$ cat src/rtl/ofmap_if.sv
// Ofmap writer bus: job configuration, kernel result stream and BRAM write port.
interface ofmap_if #(
   parameter int ACC_BW  = 21,
   parameter int OF_BW   = 8,
   parameter int BRAM_BW = 32,
   parameter int CNT_BW  = 16
);
   localparam int LANES = BRAM_BW / OF_BW;

   logic                      i_start;
   logic [31:0]               i_bram_base_addr;
   logic [CNT_BW-1:0]         i_num_out;
   logic signed [ACC_BW-1:0]  i_bias;
   logic [4:0]                i_shift;
   logic                      i_relu_en;
   logic                      i_valid;
   logic signed [ACC_BW-1:0]  i_result;
   logic [31:0]               o_bram_addr;
   logic                      o_bram_we;
   logic [BRAM_BW-1:0]        o_bram_wdata;
   logic [LANES-1:0]          o_bram_be;
   logic                      o_busy;
   logic                      o_done;

   modport master (
      output i_start, i_bram_base_addr, i_num_out, i_bias, i_shift, i_relu_en,
      output i_valid, i_result,
      input  o_bram_addr, o_bram_we, o_bram_wdata, o_bram_be, o_busy, o_done
   );

   modport slave (
      input  i_start, i_bram_base_addr, i_num_out, i_bias, i_shift, i_relu_en,
      input  i_valid, i_result,
      output o_bram_addr, o_bram_we, o_bram_wdata, o_bram_be, o_busy, o_done
   );
endinterface

$ cat src/rtl/ofmap_writer.sv
// Ofmap writer: bias, rounding shift, optional ReLU and saturation of kernel
// results, packed LANES per word and written to output BRAM.
//
// state | meaning
// ------+--------------------------------------------------------------
// IDLE  | waiting for i_start; config latched on start
// RUN   | accepting i_valid until i_num_out results are taken
// FLUSH | draining pipeline until the final (possibly partial) word lands
// DONE  | o_done pulse for one cycle, then back to IDLE
module ofmap_writer #(
   parameter int ACC_BW  = 21,
   parameter int OF_BW   = 8,
   parameter int BRAM_BW = 32,
   parameter int CNT_BW  = 16
) (
   input logic    clk,
   input logic    rst_n,
   ofmap_if.slave bus
);
   localparam int LANES  = BRAM_BW / OF_BW;
   localparam int IDX_BW = (LANES > 1) ? $clog2(LANES) : 1;
   // wide enough for the biased sum plus a rounding constant up to 2^30
   localparam int SW     = ACC_BW + 33;
   localparam logic signed [SW-1:0] PMAX = SW'((1 << (OF_BW - 1)) - 1);
   localparam logic signed [SW-1:0] NMIN = ~PMAX;

   typedef enum logic [1:0] {IDLE, RUN, FLUSH, DONE} state_t;

   state_t                   state;
   logic [31:0]              cfg_base;
   logic [CNT_BW-1:0]        cfg_num;
   logic signed [ACC_BW-1:0] cfg_bias;
   logic [4:0]               cfg_shift;
   logic                     cfg_relu;
   logic [CNT_BW-1:0]        acc_cnt;

   logic                     s1_valid, s1_last;
   logic signed [ACC_BW:0]   s1_sum;
   logic                     s2_valid, s2_last;
   logic [OF_BW-1:0]         s2_pix;

   logic [IDX_BW-1:0]        pack_idx;
   logic [BRAM_BW-1:0]       pack_word;
   logic [LANES-1:0]         pack_be;
   logic [31:0]              word_idx;

   logic                     start_ok, accept, last_accept;
   logic signed [SW-1:0]     sum_ext, rnd, shifted, rectified;
   logic [OF_BW-1:0]         pix_next;
   logic [BRAM_BW-1:0]       word_next;
   logic [LANES-1:0]         be_next;
   logic                     flush_word;

   assign start_ok    = (state == IDLE) && bus.i_start;
   assign accept      = (state == RUN) && bus.i_valid;
   assign last_accept = accept && ((acc_cnt + CNT_BW'(1)) == cfg_num);

   // Round-half-up shift, ReLU and saturation of the stage-1 sum
   always_comb begin
      sum_ext = SW'(s1_sum);
      rnd     = '0;
      if (cfg_shift != 5'd0) rnd = SW'(1) << (cfg_shift - 5'd1);
      shifted   = (sum_ext + rnd) >>> cfg_shift;
      rectified = (cfg_relu && (shifted < 0)) ? '0 : shifted;
      if (rectified > PMAX)      pix_next = PMAX[OF_BW-1:0];
      else if (rectified < NMIN) pix_next = NMIN[OF_BW-1:0];
      else                       pix_next = rectified[OF_BW-1:0];
   end

   // Merge the stage-2 pixel into the lane selected by pack_idx
   always_comb begin
      word_next = pack_word;
      be_next   = pack_be;
      for (int k = 0; k < LANES; k++) begin
         if (pack_idx == IDX_BW'(k)) begin
            word_next[k*OF_BW +: OF_BW] = s2_pix;
            be_next[k]                  = 1'b1;
         end
      end
      flush_word = s2_valid && ((pack_idx == IDX_BW'(LANES - 1)) || s2_last);
   end

   // Job sequencing FSM with registered busy/done
   always_ff @(posedge clk or negedge rst_n) begin
      if (!rst_n) begin
         state      <= IDLE;
         cfg_base   <= '0;
         cfg_num    <= '0;
         cfg_bias   <= '0;
         cfg_shift  <= '0;
         cfg_relu   <= 1'b0;
         acc_cnt    <= '0;
         bus.o_busy <= 1'b0;
         bus.o_done <= 1'b0;
      end else begin
         case (state)
            IDLE: begin
               if (bus.i_start) begin
                  cfg_base   <= bus.i_bram_base_addr;
                  cfg_num    <= bus.i_num_out;
                  cfg_bias   <= bus.i_bias;
                  cfg_shift  <= bus.i_shift;
                  cfg_relu   <= bus.i_relu_en;
                  acc_cnt    <= '0;
                  bus.o_busy <= 1'b1;
                  if (bus.i_num_out == '0) begin
                     state      <= DONE;
                     bus.o_done <= 1'b1;
                  end else begin
                     state <= RUN;
                  end
               end
            end
            RUN: begin
               if (accept) begin
                  acc_cnt <= acc_cnt + CNT_BW'(1);
                  if (last_accept) state <= FLUSH;
               end
            end
            FLUSH: begin
               // the only write that can appear with an empty pipeline here is the final one
               if (bus.o_bram_we && !s1_valid && !s2_valid) begin
                  state      <= DONE;
                  bus.o_done <= 1'b1;
               end
            end
            DONE: begin
               state      <= IDLE;
               bus.o_done <= 1'b0;
               bus.o_busy <= 1'b0;
            end
            default: state <= IDLE;
         endcase
      end
   end

   // Two-stage arithmetic pipeline: bias add, then shift/ReLU/saturate
   always_ff @(posedge clk or negedge rst_n) begin
      if (!rst_n) begin
         s1_valid <= 1'b0;
         s1_last  <= 1'b0;
         s1_sum   <= '0;
         s2_valid <= 1'b0;
         s2_last  <= 1'b0;
         s2_pix   <= '0;
      end else begin
         s1_valid <= accept;
         s1_last  <= last_accept;
         if (accept) s1_sum <= {bus.i_result[ACC_BW-1], bus.i_result}
                             + {cfg_bias[ACC_BW-1], cfg_bias};
         s2_valid <= s1_valid;
         s2_last  <= s1_valid && s1_last;
         if (s1_valid) s2_pix <= pix_next;
      end
   end

   // Lane packing and BRAM write issue
   always_ff @(posedge clk or negedge rst_n) begin
      if (!rst_n) begin
         pack_idx         <= '0;
         pack_word        <= '0;
         pack_be          <= '0;
         word_idx         <= '0;
         bus.o_bram_addr  <= '0;
         bus.o_bram_we    <= 1'b0;
         bus.o_bram_wdata <= '0;
         bus.o_bram_be    <= '0;
      end else begin
         if (flush_word) begin
            bus.o_bram_we    <= 1'b1;
            bus.o_bram_wdata <= word_next;
            bus.o_bram_be    <= be_next;
            bus.o_bram_addr  <= cfg_base + word_idx;
            word_idx         <= word_idx + 32'd1;
            pack_idx         <= '0;
            pack_word        <= '0;
            pack_be          <= '0;
         end else begin
            bus.o_bram_we    <= 1'b0;
            bus.o_bram_wdata <= '0;
            bus.o_bram_be    <= '0;
            if (s2_valid) begin
               pack_word <= word_next;
               pack_be   <= be_next;
               pack_idx  <= pack_idx + IDX_BW'(1);
            end else if (start_ok) begin
               word_idx  <= '0;
               pack_idx  <= '0;
               pack_word <= '0;
               pack_be   <= '0;
            end
         end
      end
   end
endmodule

$ cat src/flat_wrapper.sv
// flat-port wrapper written by rule: the top's interface ports become plain ports
module ofmap_writer_flat 
#(
   parameter int ACC_BW  = 21,
   parameter int OF_BW   = 8,
   parameter int BRAM_BW = 32,
   parameter int CNT_BW  = 16
)
  (clk, rst_n, bus_i_start, bus_i_bram_base_addr, bus_i_num_out, bus_i_bias, bus_i_shift, bus_i_relu_en, bus_i_valid, bus_i_result, bus_o_bram_addr, bus_o_bram_we, bus_o_bram_wdata, bus_o_bram_be, bus_o_busy, bus_o_done);
  ofmap_if #(.ACC_BW(ACC_BW), .OF_BW(OF_BW), .BRAM_BW(BRAM_BW), .CNT_BW(CNT_BW)) bus_i ();
  input logic clk;
  input logic rst_n;
  input wire logic [$bits(bus_i.i_start)-1:0] bus_i_start;
  input wire logic [$bits(bus_i.i_bram_base_addr)-1:0] bus_i_bram_base_addr;
  input wire logic [$bits(bus_i.i_num_out)-1:0] bus_i_num_out;
  input wire logic [$bits(bus_i.i_bias)-1:0] bus_i_bias;
  input wire logic [$bits(bus_i.i_shift)-1:0] bus_i_shift;
  input wire logic [$bits(bus_i.i_relu_en)-1:0] bus_i_relu_en;
  input wire logic [$bits(bus_i.i_valid)-1:0] bus_i_valid;
  input wire logic [$bits(bus_i.i_result)-1:0] bus_i_result;
  output wire logic [$bits(bus_i.o_bram_addr)-1:0] bus_o_bram_addr;
  output wire logic [$bits(bus_i.o_bram_we)-1:0] bus_o_bram_we;
  output wire logic [$bits(bus_i.o_bram_wdata)-1:0] bus_o_bram_wdata;
  output wire logic [$bits(bus_i.o_bram_be)-1:0] bus_o_bram_be;
  output wire logic [$bits(bus_i.o_busy)-1:0] bus_o_busy;
  output wire logic [$bits(bus_i.o_done)-1:0] bus_o_done;
  assign bus_i.i_start = bus_i_start;
  assign bus_i.i_bram_base_addr = bus_i_bram_base_addr;
  assign bus_i.i_num_out = bus_i_num_out;
  assign bus_i.i_bias = bus_i_bias;
  assign bus_i.i_shift = bus_i_shift;
  assign bus_i.i_relu_en = bus_i_relu_en;
  assign bus_i.i_valid = bus_i_valid;
  assign bus_i.i_result = bus_i_result;
  assign bus_o_bram_addr = bus_i.o_bram_addr;
  assign bus_o_bram_we = bus_i.o_bram_we;
  assign bus_o_bram_wdata = bus_i.o_bram_wdata;
  assign bus_o_bram_be = bus_i.o_bram_be;
  assign bus_o_busy = bus_i.o_busy;
  assign bus_o_done = bus_i.o_done;
  ofmap_writer #(.ACC_BW(ACC_BW), .OF_BW(OF_BW), .BRAM_BW(BRAM_BW), .CNT_BW(CNT_BW)) u_core (.clk(clk), .rst_n(rst_n), .bus(bus_i));
endmodule
$ cat config.mk
export PLATFORM = sky130hd
export DESIGN_NAME = ofmap_writer_flat
export DESIGN_NICKNAME = d
export VERILOG_FILES = /design/src/rtl/ofmap_if.sv /design/src/rtl/ofmap_writer.sv /design/src/flat_wrapper.sv
export SDC_FILE = /design/constraint.sdc
export NUM_CORES = 1
export LEC_CHECK = 0
export ABC_AREA = 1
export CORE_MARGIN = 8
export CORE_UTILIZATION = 35
export CTS_CLUSTER_DIAMETER = 100
export DETAILED_ROUTE_END_ITERATION = 10
export GPL_TIMING_DRIVEN = 0
export MAX_ROUTING_LAYER = met4
export SLEW_MARGIN = 20
export SYNTH_ARGS = -nofsm -noshare
export SYNTH_HDL_FRONTEND = slang
export SYNTH_SLANG_ARGS = --single-unit
$ cat constraint.sdc
create_clock -name clk -period 6.31 [get_ports clk]
set_input_delay 1.262 -clock clk [delete_from_list [all_inputs] [get_ports clk]]
set_output_delay 1.262 -clock clk [all_outputs]
set_load 0.05 [all_outputs]
After elaboration in Yosys (flattened, before gate mapping) --
Cells that the tools add are included.
Storage, ports and cells: flip-flop bits (word level) 268, latch bits 0, bits in writable memories 0, bits in read-only memories 0, bits of input ports 100, output and inout bits 71, logic and storage cells 115, memories kept 0
Cells by class: add/sub/neg operators 7, multiply operators 0, div/mod/pow operators 0, $lt $le $gt $ge 3, equality and inequality tests 13, shift operators 2, mux-type cells 41, bitwise gates (word level) 0, reduce and logical (&&, ||, !) cells 26
Operators by type and width (number):
- $mux W32 | 6
- $mux W54 | 2
- $add A22 B54 Y54 | 1
- $gt A54 B8 Y1 const B | 1
- $lt A54 B1 Y1 const B | 1
- $lt A54 B8 Y1 const B | 1
- $shl A1 B5 Y54 const A | 1
- $sshr A54 B5 Y54 | 1
- $mux W8 | 6
- $add A32 B1 Y32 const B | 1
- $add A32 B32 Y32 | 1
- $mux W16 | 2
- $pmux W16 S2 | 1
- $add A21 B21 Y22 | 1
- $add A16 B1 Y16 const B | 1
- $eq A16 B16 Y1 | 1
- $logic_not A16 Y1 | 1
- $mux W2 | 8
- $mux W4 | 4
- $mux W1 | 9
- $eq A2 B2 Y1 const B | 4
- $logic_and A1 B1 Y1 | 8
- $pmux W2 S4 | 1
- $reduce_and A4 Y1 | 2
- other kinds (15) | 27

Depth between registers and ports, before layout --
word-level depth 11, mapped depth 43

Worst setup path after synthesis --
OpenSTA, ideal clock, no wires.
path kind reg2reg, start point register u_core.cfg_shift[2], end point register u_core.s2_pix[0], arrival time 4565 ps, slack 1680 ps, stages on the path, launching flop included 40, path buffers 3, period minus slack after synthesis 4630 ps, path through dfrtp_1 clkbuf_1 buf_1 clkbuf_1 nor2_1 nand2_1 nand2_1 nand2_1 inv_1 nand2_1 inv_1 ha_1 fa_1 nand3_1 nand3_1 nand2_1 nand2_1 nand2_1 [4 not listed] nand2_2 nand3_1 nand3_1 nand2_1 nand2_1 nand2_1 nor2_1 nor2_1 nand2_1 nor2_1 nand2_1 nor2_1 nand2_1 nand2_2 nand2_1 nand2_1 nand2_1 nand2_1
On the way: word-level cells in the longest chain between the ends 11, elaborated cells between the ends (all ways) 13, classes of those cells 2 x add/sub; 3 x order compare; 2 x shift; 4 x mux; 2 x reduce/logical
RTL lines:
- start: declaration | line ofmap_writer.sv:33 | logic [4:0] cfg_shift;
- start signal: assignment | line ofmap_writer.sv:102 | cfg_shift <= bus.i_shift;
- $sub A5 B1 Y5 | line ofmap_writer.sv:62 | if (cfg_shift != 5'd0) rnd = SW'(1) << (cfg_shift - 5'd1);
- $shl A1 B5 Y54 | line ofmap_writer.sv:62
- $mux W54 | line ofmap_writer.sv:62
- $add A22 B54 Y54 | line ofmap_writer.sv:63 | shifted = (sum_ext + rnd) >>> cfg_shift;
- $sshr A54 B5 Y54 (*) | line ofmap_writer.sv:63
- $lt A54 B1 Y1 | line ofmap_writer.sv:64 | rectified = (cfg_relu && (shifted < 0)) ? '0 : shifted;
- $logic_and A1 B1 Y1 | line ofmap_writer.sv:64
- $mux W54 (*) | line ofmap_writer.sv:64
- $lt A54 B8 Y1 | line ofmap_writer.sv:66 | else if (rectified < NMIN) pix_next = NMIN[OF_BW-1:0];
- $mux W8 | line ofmap_writer.sv:66
- $mux W8 (*) | line ofmap_writer.sv:65 | if (rectified > PMAX) pix_next = PMAX[OF_BW-1:0];
- end signal: assignment | line ofmap_writer.sv:153 | if (s1_valid) s2_pix <= pix_next;
- end: declaration | line ofmap_writer.sv:40 | logic [OF_BW-1:0] s2_pix;
Mark *: on every way between the ends. The rest lies on a longest branch, timed or not. A chain may end at the register's enable or synchronous reset.

Worst setup path in the final report --
start point register u_core.cfg_shift[1], end point register u_core.s2_pix[2]
Same word-level chain as after synthesis.

==> out/qor.yml <==
yosys:
  synth_edf_count: 0
  ys_ff_latch: 268
  syn_area_um2: 19300
  syn_nets: 3102
  synth-main-ff-cell: "dfrtp_1"
  synth_cells: 2904
  synth_cell_type_count: 56
  yosysWarningCount: 0
  synthArstFlopShare_pct: 100
  syn_area_per_cell_um2: 6.63
  seq_area_frac_synth_pct: 34.8
floorplanning:
  start_util_pct: 35.2
  die-area_um2: 62800
  num_io_pins: 171
  num_rows: 86
  die_h_um: 251
  core_um2: 54800
  fp.dieW_um: 251
power_and_ir_drop:
  vdd_ir_drop_max_mv: 0.186
  power_mw: 11.2
  power.density_nw_per_um2: 482
  leakage_nw: 11.4
global_routing:
  grt_max_degree: 96
  grt_pass1_wl_mm: 105
  grt_usage_pct: 21.5
  overflow: 0
  grt_pass1_vias: 19300
  antenna_found_initial: 3
final_layout:
  finish.utilization_pct: 42.2
  final_common_cell: "nand2_1"
  layout-drive-gt1-share_pct: 4.28
  mostFrequentLayoutCells: "nand2_1, nand3_1, inv_1, dfrtp_1, nor2_1"
  num-nets-final: 3308
  area.growth.synth_to_final_pct: 20.2
  final_cells: 3841
detailed_routing:
  viasPerCell: 5.12
  wire_per_inst_um: 17.3
  drc_errors: 0
  final_antenna_net_count: 0
  via_count: 19700
  drt_wl_total_mm: 66.6
  drtIter0Drc: 1462
  drt_first_pass_iters: 8
cts:
  root_buffer: "clkbuf_16"
  max-clock-path-buffers: 3
  htreeDepth: 2
  post_cts_buffers: 0
  hold_buffers: 0
  post_cts_resized: 1
  path_clk_slew_ns: 0.06
  cts-buffers-inserted: 34
  cts_tree: "done"
  clk_latency_ns: 0.55
  cts_sinks: 268
setup_path:
  cp_max_fo: 10
  crit_start: "u_core.cfg_shift[1]$_DFFE_PN0P_"
  slowest_delay_ns: 0.50
  r2r_start: "u_core.cfg_shift[1]$_DFFE_PN0P_"
  worst_setup_path_end_kind: "register"
  cp.arrival_ns: 6.29
  slowest_stage: "dfrtp_1"
  worstSetupStartpointType: "register"
  path_class: "reg -> reg"
  crit_top_cell: "nand2_1"
  critPathRequiredTime_ns: 6.79
  reg2reg_slack_ns: 0.50
hold_path:
  hp-start: "u_core.s1_valid$_DFF_PN0_"
  hold_class: "reg -> reg"
sta:
  fin_crit_ns: 5.81
  fin_crit_sh_pct: 92.1
  max_slew.worst_pin.slew_ns: 0.885
  slew_headroom_pct: 41.0
  maxSlewViolCount: 0
  fmax_mhz: 172
  hold_viol_final: 0
  finalSetupViolations: 0
  rsz0062_at_grt: "no"
  fin_skew_ns: 0.0300
place:
  globalplace.congestion: 0.981
  place_inst: 3781
  hpwl_mm: 53.4
  portBuffers: 170
outcome:
  status: "finished clean"
run:
  drv_cap: 0
==> report_power, final <==
| group | internal, mW | switching [mW] | leakage (nW) |
|---|---|---|---|
| sequential | 2.23 | 0.384 | 3.53 |
| combinational | 2.05 | 4.46 | 7.29 |
| clock | 1.25 | 0.787 | 0.578 |
==> registers in the layout, summed over array words and instances (netlist names), 4 cells and up <==
signal / flops
u_core.s2_pix: 8
u_core.pack_be: 4
u_core.bus.o_bram_wdata: 32
u_core.cfg_base: 32
u_core.s1_sum: 22
u_core.cfg_bias: 21
u_core.pack_word: 32
u_core.word_idx: 32
u_core.bus.o_bram_addr: 32
u_core.acc_cnt: 16
u_core.cfg_shift: 5
u_core.cfg_num: 16
u_core.bus.o_bram_be: 4
==> worst max-delay path, delay by kind of cell, from the launching register on <==
family | cells | cell delay, ns
simple gates | 30 | 3.82
buf+inv | 5 | 1.15
flops | 1 | 0.50
fa+ha+maj | 1 | 0.28
==> Yosys cell counts (30+ instances only) <==
master | n | area [um2]
clkbuf_1 | 79 | 297
dfrtp_1 | 268 | 6710
ha_1 | 95 | 1190
nand3_1 | 351 | 1760
o21ai_0 | 201 | 1010
a21oi_1 | 91 | 455
xnor2_1 | 31 | 272
xor2_1 | 30 | 263
nand2_1 | 970 | 3640
nor2_1 | 239 | 897
inv_1 | 292 | 1100
o22ai_1 | 31 | 194
==> per-stage QoR <==
stage	cell area, um2	setup TNS [ns]	setup WS [ns]	hold slack (ns)
after floorplan	19300	0	1.68	0.372
after global placement	21800	-2179.65	-8.15	0.418
after detailed placement	21900	-0.00691	-0.00691	0.432
after CTS	23100	0	0.133	0.428
after global routing	23100	0	0.0467	0.426
final	23100	0	0.498	0.405
==> layout make-up <==
cell class              count  area (um2)
diodes                      3        7.51
multi-input cells        2228       11000
clock inverters            12         170
fillers                  5777       31600
repair buffers            173        1790
inverters                 302        1130
flip-flops and latches    268        6710
clock buffers              48        1010
well taps                 704         881
plain buffers             103         422
==> final timing paths <==
path / cells after the start / to
min in group asynchronous: 1 / u_core.bus.o_bram_addr[20]$_DFFE_PN0P_
max reg2reg: 36 / u_core.s2_pix[2]$_DFFE_PN0P_
min: 0 / u_core.s2_valid$_DFF_PN0_
max in group asynchronous: 3 / u_core.cfg_shift[2]$_DFFE_PN0P_
max: 36 / u_core.s2_pix[2]$_DFFE_PN0P_
min reg2reg: 0 / u_core.s2_valid$_DFF_PN0_
==> routing by layer <==
metal | vias to the layer above | part of all wire (%) | track usage, %
met3 | 120 | 5.7 | 3.97
met1 | 9133 | 45 | 27.1
met4 | 0 | 2.8 | 6.40
met2 | 514 | 47 | 34.9
met5 | - | 0 | -
li1 | 9902 | - | -
==> kinds of logic (layout without fill, tap and decap cells) <==
kind of cell,after synthesis,in the layout,synth area share (%)
multiplexers,1,1,0.0520
buffers and inverters,408,638,8.00
AND/OR/NAND/NOR,1656,1656,36.0
other,2,5,0.0390
adder cells (fa/ha/maj),98,98,6.48
XOR/XNOR,61,61,2.77
flip-flops,268,268,34.8
AO/OA/AOI/OAI,410,410,11.9
Note: power is estimated with default switching activity, not from simulation.
